[config.mk]
export PLATFORM = sky130hd
export DESIGN_NAME = bitbang_rx
export DESIGN_NICKNAME = d
export VERILOG_FILES = /design/src/rtl/bitbang_rx_pkg.sv /design/src/rtl/bitbang_rx_bit_timer.sv /design/src/rtl/bitbang_rx.sv
export SDC_FILE = /design/constraint.sdc
export NUM_CORES = 1
export LEC_CHECK = 0
export CAP_MARGIN = 5
export CORE_UTILIZATION = 45
export DETAILED_ROUTE_END_ITERATION = 8
export GPL_TIMING_DRIVEN = 0
export PLACE_DENSITY = 0.68
export SKIP_CTS_REPAIR_TIMING = 1
export SLEW_MARGIN = 20
export SYNTH_ARGS = -nofsm -noshare
export SYNTH_HDL_FRONTEND = slang
export SYNTH_SLANG_ARGS = --single-unit
[constraint.sdc]
create_clock -name clk -period 2.1 [get_ports clk]
set_clock_uncertainty 0.05 [all_clocks]
set_input_delay 0.42 -clock clk [delete_from_list [all_inputs] [get_ports clk]]
set_output_delay 0.42 -clock clk [all_outputs]
set_load 0.005 [all_outputs]
[src/rtl/bitbang_rx_pkg.sv]
// Shared definitions for the bit-bang serial link: receiver FSM states,
// line levels and a width helper for the bit-cell timer.
package bitbang_rx_pkg;

    typedef enum logic [1:0] {
        IDLE  = 2'd0,
        START = 2'd1,
        DATA  = 2'd2,
        STOP  = 2'd3
    } rx_state_t;

    localparam logic LINE_IDLE  = 1'b1;
    localparam logic LINE_START = 1'b0;

    // A one-cycle bit cell would still need a 1-bit counter to stay legal.
    function automatic int unsigned timer_width(input int unsigned div);
        return (div < 2) ? 1 : $clog2(div);
    endfunction

endpackage

[src/rtl/bitbang_rx_bit_timer.sv]
// Bit-cell timer: counts 0..DIV-1 and flags the mid-cell and last-cycle
// points that the receiver uses to sample the serial line.
module bitbang_bit_timer
    import bitbang_rx_pkg::*;
#(
    parameter int DIV = 4
) (
    input  logic clk,
    input  logic rst_n,
    input  logic clr,
    output logic half_tick,
    output logic full_tick
);

    localparam int TW = timer_width(DIV);
    localparam logic [TW-1:0] HALF = TW'(DIV / 2 - 1);
    localparam logic [TW-1:0] LAST = TW'(DIV - 1);

    logic [TW-1:0] count;

    always_ff @(posedge clk or negedge rst_n) begin
        if (!rst_n) begin
            count <= '0;
        end else if (clr || count == LAST) begin
            count <= '0;
        end else begin
            count <= count + TW'(1);
        end
    end

    assign half_tick = (count == HALF);
    assign full_tick = (count == LAST);

endmodule

[src/rtl/bitbang_rx.sv]
// Serial-to-parallel receiver for the LSB-first bit-bang line; delivers each
// good word on a valid/ready port and flags framing errors and overruns.
module bitbang_rx
    import bitbang_rx_pkg::*;
#(
    parameter int DATA_W      = 8,
    parameter int DIV         = 4,
    parameter int SYNC_STAGES = 2
) (
    input  logic              clk,
    input  logic              rst_n,
    input  logic              din,
    output logic [DATA_W-1:0] data,
    output logic              valid,
    input  logic              ready,
    output logic              frame_err,
    output logic              overrun
);

    localparam int IDX_W = $clog2(DATA_W) + 1;
    localparam logic [IDX_W-1:0] LAST_IDX = IDX_W'(DATA_W - 1);

    logic [SYNC_STAGES-1:0] sync;
    logic                   ds;
    rx_state_t              state;
    logic [IDX_W-1:0]       idx;
    logic [DATA_W-1:0]      shift;
    logic                   timer_clr;
    logic                   half_tick;
    logic                   full_tick;

    // Synchronizer resets to the idle level so a reset never looks like a start bit.
    always_ff @(posedge clk or negedge rst_n) begin
        if (!rst_n) begin
            sync <= '1;
        end else begin
            sync <= {sync[SYNC_STAGES-2:0], din};
        end
    end

    assign ds = sync[SYNC_STAGES-1];

    // Timer is held in IDLE and re-phased at the start-bit sample, so every
    // later full_tick lands in the middle of a bit cell.
    assign timer_clr = (state == IDLE) || (state == START && half_tick);

    bitbang_bit_timer #(
        .DIV (DIV)
    ) u_timer (
        .clk       (clk),
        .rst_n     (rst_n),
        .clr       (timer_clr),
        .half_tick (half_tick),
        .full_tick (full_tick)
    );

    always_ff @(posedge clk or negedge rst_n) begin
        if (!rst_n) begin
            state     <= IDLE;
            idx       <= '0;
            shift     <= '0;
            data      <= '0;
            valid     <= 1'b0;
            frame_err <= 1'b0;
            overrun   <= 1'b0;
        end else begin
            frame_err <= 1'b0;
            overrun   <= 1'b0;
            if (valid && ready) begin
                valid <= 1'b0;
            end
            case (state)
                IDLE: begin
                    if (ds == LINE_START) begin
                        state <= START;
                    end
                end
                START: begin
                    if (half_tick) begin
                        if (ds == LINE_START) begin
                            state <= DATA;
                            idx   <= '0;
                        end else begin
                            state <= IDLE;
                        end
                    end
                end
                DATA: begin
                    // LSB arrives first, so shifting in from the top leaves bit 0 at the bottom.
                    if (full_tick) begin
                        shift <= {ds, shift[DATA_W-1:1]};
                        if (idx == LAST_IDX) begin
                            state <= STOP;
                        end else begin
                            idx <= idx + IDX_W'(1);
                        end
                    end
                end
                STOP: begin
                    if (full_tick) begin
                        state <= IDLE;
                        idx   <= '0;
                        if (ds == LINE_IDLE) begin
                            // A word consumed on this same edge frees the slot for the new one.
                            if (!valid || ready) begin
                                data  <= shift;
                                valid <= 1'b1;
                            end else begin
                                overrun <= 1'b1;
                            end
                        end else begin
                            frame_err <= 1'b1;
                        end
                    end
                end
                default: state <= IDLE;
            endcase
        end
    end

endmodule

=== Word level (Yosys, flattened, before mapping) ===
Index checks and enable logic that the tools add are counted.

* Add/sub/neg operators: 2
* Multipliers: 0
* Divide/modulo/power cells: 0
* Magnitude comparators: 0
* Eq/ne operators: 13
* Shifts and indexed selects: 0
* Muxes and demuxes: 26
* Bitwise operators: 0
* Reduce and logical (&&, ||, !) cells: 12

{| class="wikitable"
|+ Operator list
! kind !! number
|-
| 4-bit two-way mux || 5
|-
| 2-bit two-way mux || 7
|-
| 2-bit != test, second input constant || 7
|-
| 1-bit two-way mux || 12
|-
| 4-bit case mux with 3 select lines || 1
|-
| 2-bit case mux with 4 select lines || 1
|-
| 2-bit equality test, second input constant || 3
|-
| 6-bit AND reduction || 1
|-
| 5-bit AND reduction || 1
|-
| 4-bit by 1-bit adder with 4-bit output, second input constant || 1
|-
| 2-bit by 1-bit equality test with 1-bit output, second input constant || 2
|-
| 4-bit by 3-bit equality test with 1-bit output, second input constant || 1
|-
| 4-bit AND reduction || 1
|-
| 1-bit logical OR || 3
|-
| 3-bit nonzero test || 1
|-
| 2-bit by 1-bit adder with 2-bit output, second input constant || 1
|-
| 1-bit logical AND || 2
|-
| 2-bit logical NOT || 1
|-
| 2-bit AND reduction || 1
|-
| 1-bit logical NOT || 1
|}

* Bits in registers: 29
* Bits in latches: 0
* Memory bits (writable): 0
* Bits in read-only memories: 0
* Input port bits: 4
* Output and inout bits: 11
* Logic and storage cells: 62
* Memories: 0

=== Depth between registers and ports, before layout ===
* Depth after elaboration: 6
* Gate-level depth with buffers: 6
* Mapped depth without buffers: 5

=== By module ===
Synthesis repeated with hierarchy kept, for this count alone.

* Cell total of the unflattened synthesis: 91
* Area, all modules: 1,222.4 um2

{| class="wikitable"
|+ Modules (own cells, without submodules)
! module !! times used !! cells an instance !! area each (um2) !! seq. area each (um2)
|-
| bitbang_rx || 1 || 84 || 1,133.6 || 678.2
|-
| bitbang_bit_timer || 1 || 7 || 88.8 || 50.0
|}

=== Worst setup path after synthesis ===
Ideal clock, no wire load.

* Kind: reg2reg
* From: register u_timer.count[0]
* To: register data[0]
* Setup time: 0.125 ns
* Arrival: 1.482 ns
* Required time: 1.925 ns
* Slack: 0.443 ns
* Cell stages (with the launch flop): 7
* Cell sequence: dfrtp_1 > ha_1 > clkbuf_1 > nand4_1 > nor2b_1 > buf_4 > mux2_2

* Cells in the longest elaborated chain, start to end: 2

{| class="wikitable"
|+ Ends and longest elaborated chain
! what !! RTL line !! text
|-
| from (decl) || bitbang_rx_bit_timer.sv:19 || <nowiki>logic [TW-1:0] count;</nowiki>
|-
| from (signal assigned) || bitbang_rx_bit_timer.sv:27 || <nowiki>count <= count + TW'(1);</nowiki>
|-
| 2-bit equality test || bitbang_rx_bit_timer.sv:32 || <nowiki>assign full_tick = (count == LAST);</nowiki>
|-
| 4-bit AND reduction (no source line) || - ||
|-
| to (signal assigned) || bitbang_rx.sv:106 || <nowiki>data <= shift;</nowiki>
|-
| to (decl) || bitbang_rx.sv:13 || <nowiki>output logic [DATA_W-1:0] data,</nowiki>
|}

No other way between the ends.
A chain may end at the register's enable or synchronous reset.

=== Worst setup path after layout ===
* From: register u_timer.count[0]
* To: register data[7]

Same word-level chain as after synthesis.

==> results.cfg <==
[clock_network]
clock_latency_ns = 0.31
htree_levels = 2
clkTransAtPathRegs_ns = 0.09
cts.sinks = 29
cts_buffers = 5
cts_root_buf = clkbuf_4
clockBufferDepth = 2
cts_tree = done

[worst_setup_path]
path_class = reg -> reg
crit_buf_inv = 2
critPathLaunchType = register
worst_ep_required_time_ns = 2.25
crit_family = buffers and inverters
slowest_stage = dfrtp_1
cpPeakStageDelay_ns = 0.41
crit_chain = ha_1, clkbuf_1, nand4_1, nor2b_1, buf_4, mux2_2
path_max_fanout = 8
arrival_ns = 2.05
critPathCaptureType = register

[logic_synthesis]
synth-seq-cells = 29
synth-async-reset-ratio = 1.00
ys_types = 30
synthTopCellsByArea = dfrtp_1 54%, mux2_2 14%, dfstp_2 4.2%
syn_inst = 92
syn_avg_cell_area_um2 = 13.6
yosysSeqAreaShare = 0.584
synth-edff-count = 0
yosys.area.top_type = dfrtp_1
syn_nets = 100
synth_top_area_frac = 0.542
yosys_warnings = 0
yosys_most_used_dff = dfrtp_1
synth_area_um2 = 1250

[die]
ioPinCount = 15
rows = 18
die_area_um2 = 2990
die_w_um = 54.7
die_y_um = 54.7
initial_core_util = 0.490
coreArea_um2 = 2540

[placement]
place_inst = 136
gp_congestion = 0.799
hpwl_um = 1250
portBuffers = 14

[cells_and_area]
fillerInstances = 216
area_growth_pct = 18.0
seqCellArea_um2 = 728
final_util = 0.578
fin_cells = 144
nets = 121
drive_gt1_frac = 0.289
diodes = 0
multi_input_area_um2 = 470

[drt]
post_drt_wl_per_cell_um = 12.5
drtAntennaViolNets = 0
drt-total-wl_um = 1800
via_per_inst = 5.18
drc = 0
drtPass1Iterations = 4
vias = 746
first_iter_violations = 4

[power]
finalPower_mw = 1.50
switching_share = 0.313
vdd_drop_max_uv = 602
clkPwrFrac = 0.206
intPower_mw = 1.03
p_leak_nw = 0.704
p_comb_frac = 0.282
pwr_density_cell_nw_per_um2 = 1020
p_switching_uw = 469
seqPwrFrac = 0.512

[timing]
holdWs_ns = 0.0623
fin_crit_sh = 0.901
finalSetupViolCount = 0
rsz0062_at_grt = no
finalSetupTns_ns = 0
relSlewSlack = 0.590
tightest_slew_ns = 0.615
fmax_mhz = 528
hold_viol = 0
layout_min_cycle_time_ns = 1.89
report.final.slew_viol_count = 0

[global_routing]
grt_max_degree = 30
globalRouteTotalUtil = 0.157
grt_pass1_wl_um = 3060
grt_pass1_vias = 702
globalRouteOverflowTotal = 0
antenna_found_initial = 0

[run_status]
outcome = finished, final reports clean

[run]
maxCapViolations = 0

[worst_hold_path]
hp-class = in -> async
[Yosys cell counts, types with 2 or more instances]
library cell and instances:
dfstp_2 2, mux2_2 16, dfrtp_1 27, nand2_1 4
o21ai_0 2, nor2b_1 2, nor2_1 4, nand3_1 2
and3_1 2, buf_6 2, ha_1 4, mux2i_1 2
inv_1 4, nand2b_1 2, nand3b_1 2
[sequential cells by signal, indices dropped and copies added (netlist names), named ones only]
signal / flops
data: 8
frame_err: 1
idx: 4
overrun: 1
shift: 8
state: 1
sync: 2
u_timer.count: 2
valid: 1
[logic make-up (layout without fill, tap and decap cells)]
logic type / Yosys count / after routing / synth area share
compound gates: 10 / 10 / 0.0652
fa+ha+maj: 4 / 4 / 0.0401
buf+inv: 8 / 30 / 0.0391
flops: 29 / 29 / 0.584
mux: 18 / 18 / 0.160
simple gates: 23 / 23 / 0.111
[final cells by class]
cell class	count	area share
clock buffer	6	0.0281
inverter	4	0.0102
sequential	29	0.495
tap	30	0.0255
multi-input combinational	55	0.320
clock inverter	2	0.00680
buffer	4	0.0230
timing repair buffer	14	0.0918
[path summary, 6_finish.rpt]
| kind | end | cells after the start | start | slack (ns) |
|---|---|---|---|---|
| hold reg to reg | sync[1] | 0 | sync[0] | 0.31 |
| setup / recovery | data[7] | 6 | u_timer.count[0] | 0.21 |
| setup reg to reg | data[7] | 6 | u_timer.count[0] | 0.21 |
| min in group clk | sync[1] | 0 | sync[0] | 0.31 |
| max in group asynchronous | u_timer.count[1] | 1 | rst_n | 1.54 |
| hold / removal | valid | 1 | rst_n | 0.06 |
[layout by cell type (no fill, tap or decap), types with 4 or more instances in the layout]
cell and n:
nor2_1 4, ha_1 4, clkbuf_4 5, inv_1 4
nand2_1 4, dfrtp_1 27, clkdlybuf4s50_1 13, mux2_2 16
[stage by stage]
step	setup WS [ns]	area (um2)
global placement	0.111	1430
detailed placement	0.204	1420
global route	0.0402	1470
finish	0.207	1470
CTS	0.189	1470
floorplan	0.443	1250
[worst reg2reg max path: stages (launching register included)]
cell and delay (ns):
dfrtp_1 0.41, ha_1 0.16, clkbuf_1 0.29, nand4_1 0.20, nor2b_1 0.15, buf_4 0.18, mux2_2 0.34
[power groups by stage]
| stage | registers [mW] | clock network, mW | logic (mW) |
|---|---|---|---|
| 3_5_place_dp | 0.778 | 0 | 0.427 |
| 5_1_grt | 0.787 | 0.364 | 0.474 |
| 2_1_floorplan | 0.755 | 0 | 0.331 |
| 4_1_cts | 0.767 | 0.323 | 0.428 |
| 6_report | 0.767 | 0.309 | 0.422 |
| 3_3_place_gp | 0.771 | 0 | 0.416 |
[per-layer routing]
layer | vias up | track usage | wire length (um)
met4 | 0 | 0.0769 | 35
met3 | 5 | 0.0833 | 85
met1 | 362 | 0.187 | 880
met2 | 15 | 0.229 | 801
met5 | - | 0 | 0
li1 | 364 | - | -
(Power assumes the default switching activity.)
==> edit (same settings) <==
The 4 states of `rx_state_t` get a one-hot encoding in 4 bits.
--- a/src/rtl/bitbang_rx_pkg.sv
+++ b/src/rtl/bitbang_rx_pkg.sv
@@ -2,11 +2,11 @@
 // line levels and a width helper for the bit-cell timer.
 package bitbang_rx_pkg;
 
-    typedef enum logic [1:0] {
-        IDLE  = 2'd0,
-        START = 2'd1,
-        DATA  = 2'd2,
-        STOP  = 2'd3
+    typedef enum logic [3:0] {
+        IDLE  = 4'b0001,
+        START = 4'b0010,
+        DATA  = 4'b0100,
+        STOP  = 4'b1000
     } rx_state_t;
 
     localparam logic LINE_IDLE  = 1'b1;
Behaviour: same outputs for any inputs over 10 cycles, from zero or initial values and one cycle with rst_n low; not proved beyond that.
==> edit against the unedited design <==
  * Power is 6.6% lower
  * Area after synthesis up 20%
  * First-iteration DRC count grew to 11 times the old value
  * Combinational power is 17% lower
  * Design area rose by 19%
  * Largest power group unchanged
  * Routed wire length up 34%
  * Sequential cell count grew 2
  * Worst setup slack lost 0.042 ns
==> edit: results (changes against the unedited design) <==
Global route
  • Vias in the first global route: 993 (+41%)
  • Gr usage total: 0.168 (+0.0113)
  • Met2 Use GR: 0.254 (+0.0251)
  • First-pass GRT wire length: 4.37 mm (+43%)
  • Initial antenna violation count: 0 (unchanged)
  • Routing usage on met3: 0.0584 (-0.0249)
  • GR met1 Demand/Resource: 0.221 (+0.0335)
  • Largest net degree at the start of global routing: 32 (+6.7%)

Power and ir drop
  • Leak: 0.000813 µW (+16%)
  • Worst vdd rail ir drop: 0.538 mV (-11%)

Logic synthesis
  • Post-Syn Nets: 125 (+25%)
  • Synth warn: 0 (unchanged)
  • Most frequent cells after synthesis: dfrtp_1 (28), mux2_2 (8), mux2_4 (8)
  • Seq/Total Area, Yosys: 0.520 (-0.0637)
  • Async S/R FF share, synth: 1.00 (unchanged)
  • Top cells by area in the synthesized netlist: dfrtp_1 (47%), mux2_4 (8.0%), mux2_2 (6.0%), dfstp_2 (5.3%), ha_1 (3.3%)
  • Yosys cell types: 40 (+33%)

Place
  • Post-DP HPWL: 1.76 mm (+41%)
  • IO buf count: 14 (unchanged)
  • Placer Congestion: 0.861 (+7.8%)
  • Setup WS pre-CTS: 0.0936 ns (-0.110 ns)

Finish
  • Regs by FF count: data (8), shift (8)
  • Share of cells above drive strength 1: 0.275 (-0.0141)
  • # diodes: 0 (unchanged)
  • Final nets: 146 (+21%)

STA
  • Slew HR: 0.564 (-0.0260)

Worst setup path
  • Crit-path max cell delay: 0.41 ns (about the same)
  • Crit-path max FO: 8 (unchanged)
  • Worst R2R Path Depth: 6 (unchanged)
  • Crit-path leading delay family: simple AND/OR/NAND/NOR gates
  • Slowest-stage cell, CP: dfrtp_1
  • Worst EP arrival: 2.09 ns (+0.04 ns)

Drt
  • Post-Route WL: 2.41 mm (+34%)
  • TritonRoute pass-1 iters: 4 (unchanged)
  • Met3 routed WL: 91 µm (+7.1%)
  • M1 WL: 1.14 mm (+29%)
  • Metal2 WL: 1.15 mm (+44%)
  • 1st-iter DRT viols: 45 (+41)
  • Highest metal layer with signal wires: met4
  • DR vias/cell: 5.25 (+1.3%)

CTS
  • Clock Root Buffer: clkbuf_4
  • # H-tree levels: 2 (unchanged)
  • Clock Path Buffers: 2 (unchanged)
  • Clk_lat worst skew: 0.32 ns
  • Clock slew at reported path FFs: 0.09 ns (about the same)
  • CTS Buf Count: 5 (unchanged)

Hold path
  • Hold WC Path Type: primary input to asynchronous set/reset pin

Run status
  • Status: finished, final reports clean
edit: cell count changes after synthesis, moves of 2 or more:
cell	delta
nor2_1	+2
mux2_2	-8
inv_1	+3
a21oi_1	+3
nor3_1	+3
nor2b_1	+2
mux2_4	+8
o211ai_1	+2
nor3b_4	+2
edit: report_power, final:
| group | internal [µW] | switching [µW] | total, µW |
|---|---|---|---|
| combinational | 149 | 200 | 350 |
| sequential | 652 | 55.6 | 708 |
| clock | 155 | 186 | 341 |
| total | 956 | 442 | 1400 |
edit: cell type report:
cell class	instances	area, µm²
Buffer	4	31.3
Clock buffer	6	51.3
Clock inverter	1	5.00
Fill cell	293	1350
Inverter	7	26.3
Multi-Input combinational cell	75	671
Sequential cell	31	779
Tap cell	44	55.1
Timing Repair Buffer	14	135
edit: kinds of logic after synthesis:
| logic type | synth area share |
|---|---|
| compound gates | 0.0718 |
| fa+ha+maj | 0.0334 |
| buf+inv | 0.0384 |
| flops | 0.520 |
| mux | 0.160 |
| simple gates | 0.176 |
edit: worst paths after layout:
| path | from | end | slack [ns] |
|---|---|---|---|
| max in group asynchronous | rst_n | state[2] | 1.50 |
| worst max register to register | u_timer.count[0] | data[3] | 0.17 |
| worst min-delay path | rst_n | u_timer.count[1] | 0.07 |
| min in group clk | sync[0] | sync[1] | 0.31 |
| worst min register to register | sync[0] | sync[1] | 0.31 |
| worst max-delay path | u_timer.count[0] | data[3] | 0.17 |
edit: through the flow:
| step | cell area, µm² | hold WS (ns) | cells |
|---|---|---|---|
| 2_1_floorplan | 1500 | 0.0744 | 117 |
| 3_3_place_gp | 1690 | 0.298 | 175 |
| 3_5_place_dp | 1690 | 0.298 | 175 |
| 4_1_cts | 1750 | 0.0850 | 182 |
| 5_1_grt | 1750 | 0.115 | 182 |
| 6_report | 1750 | 0.0666 | 182 |
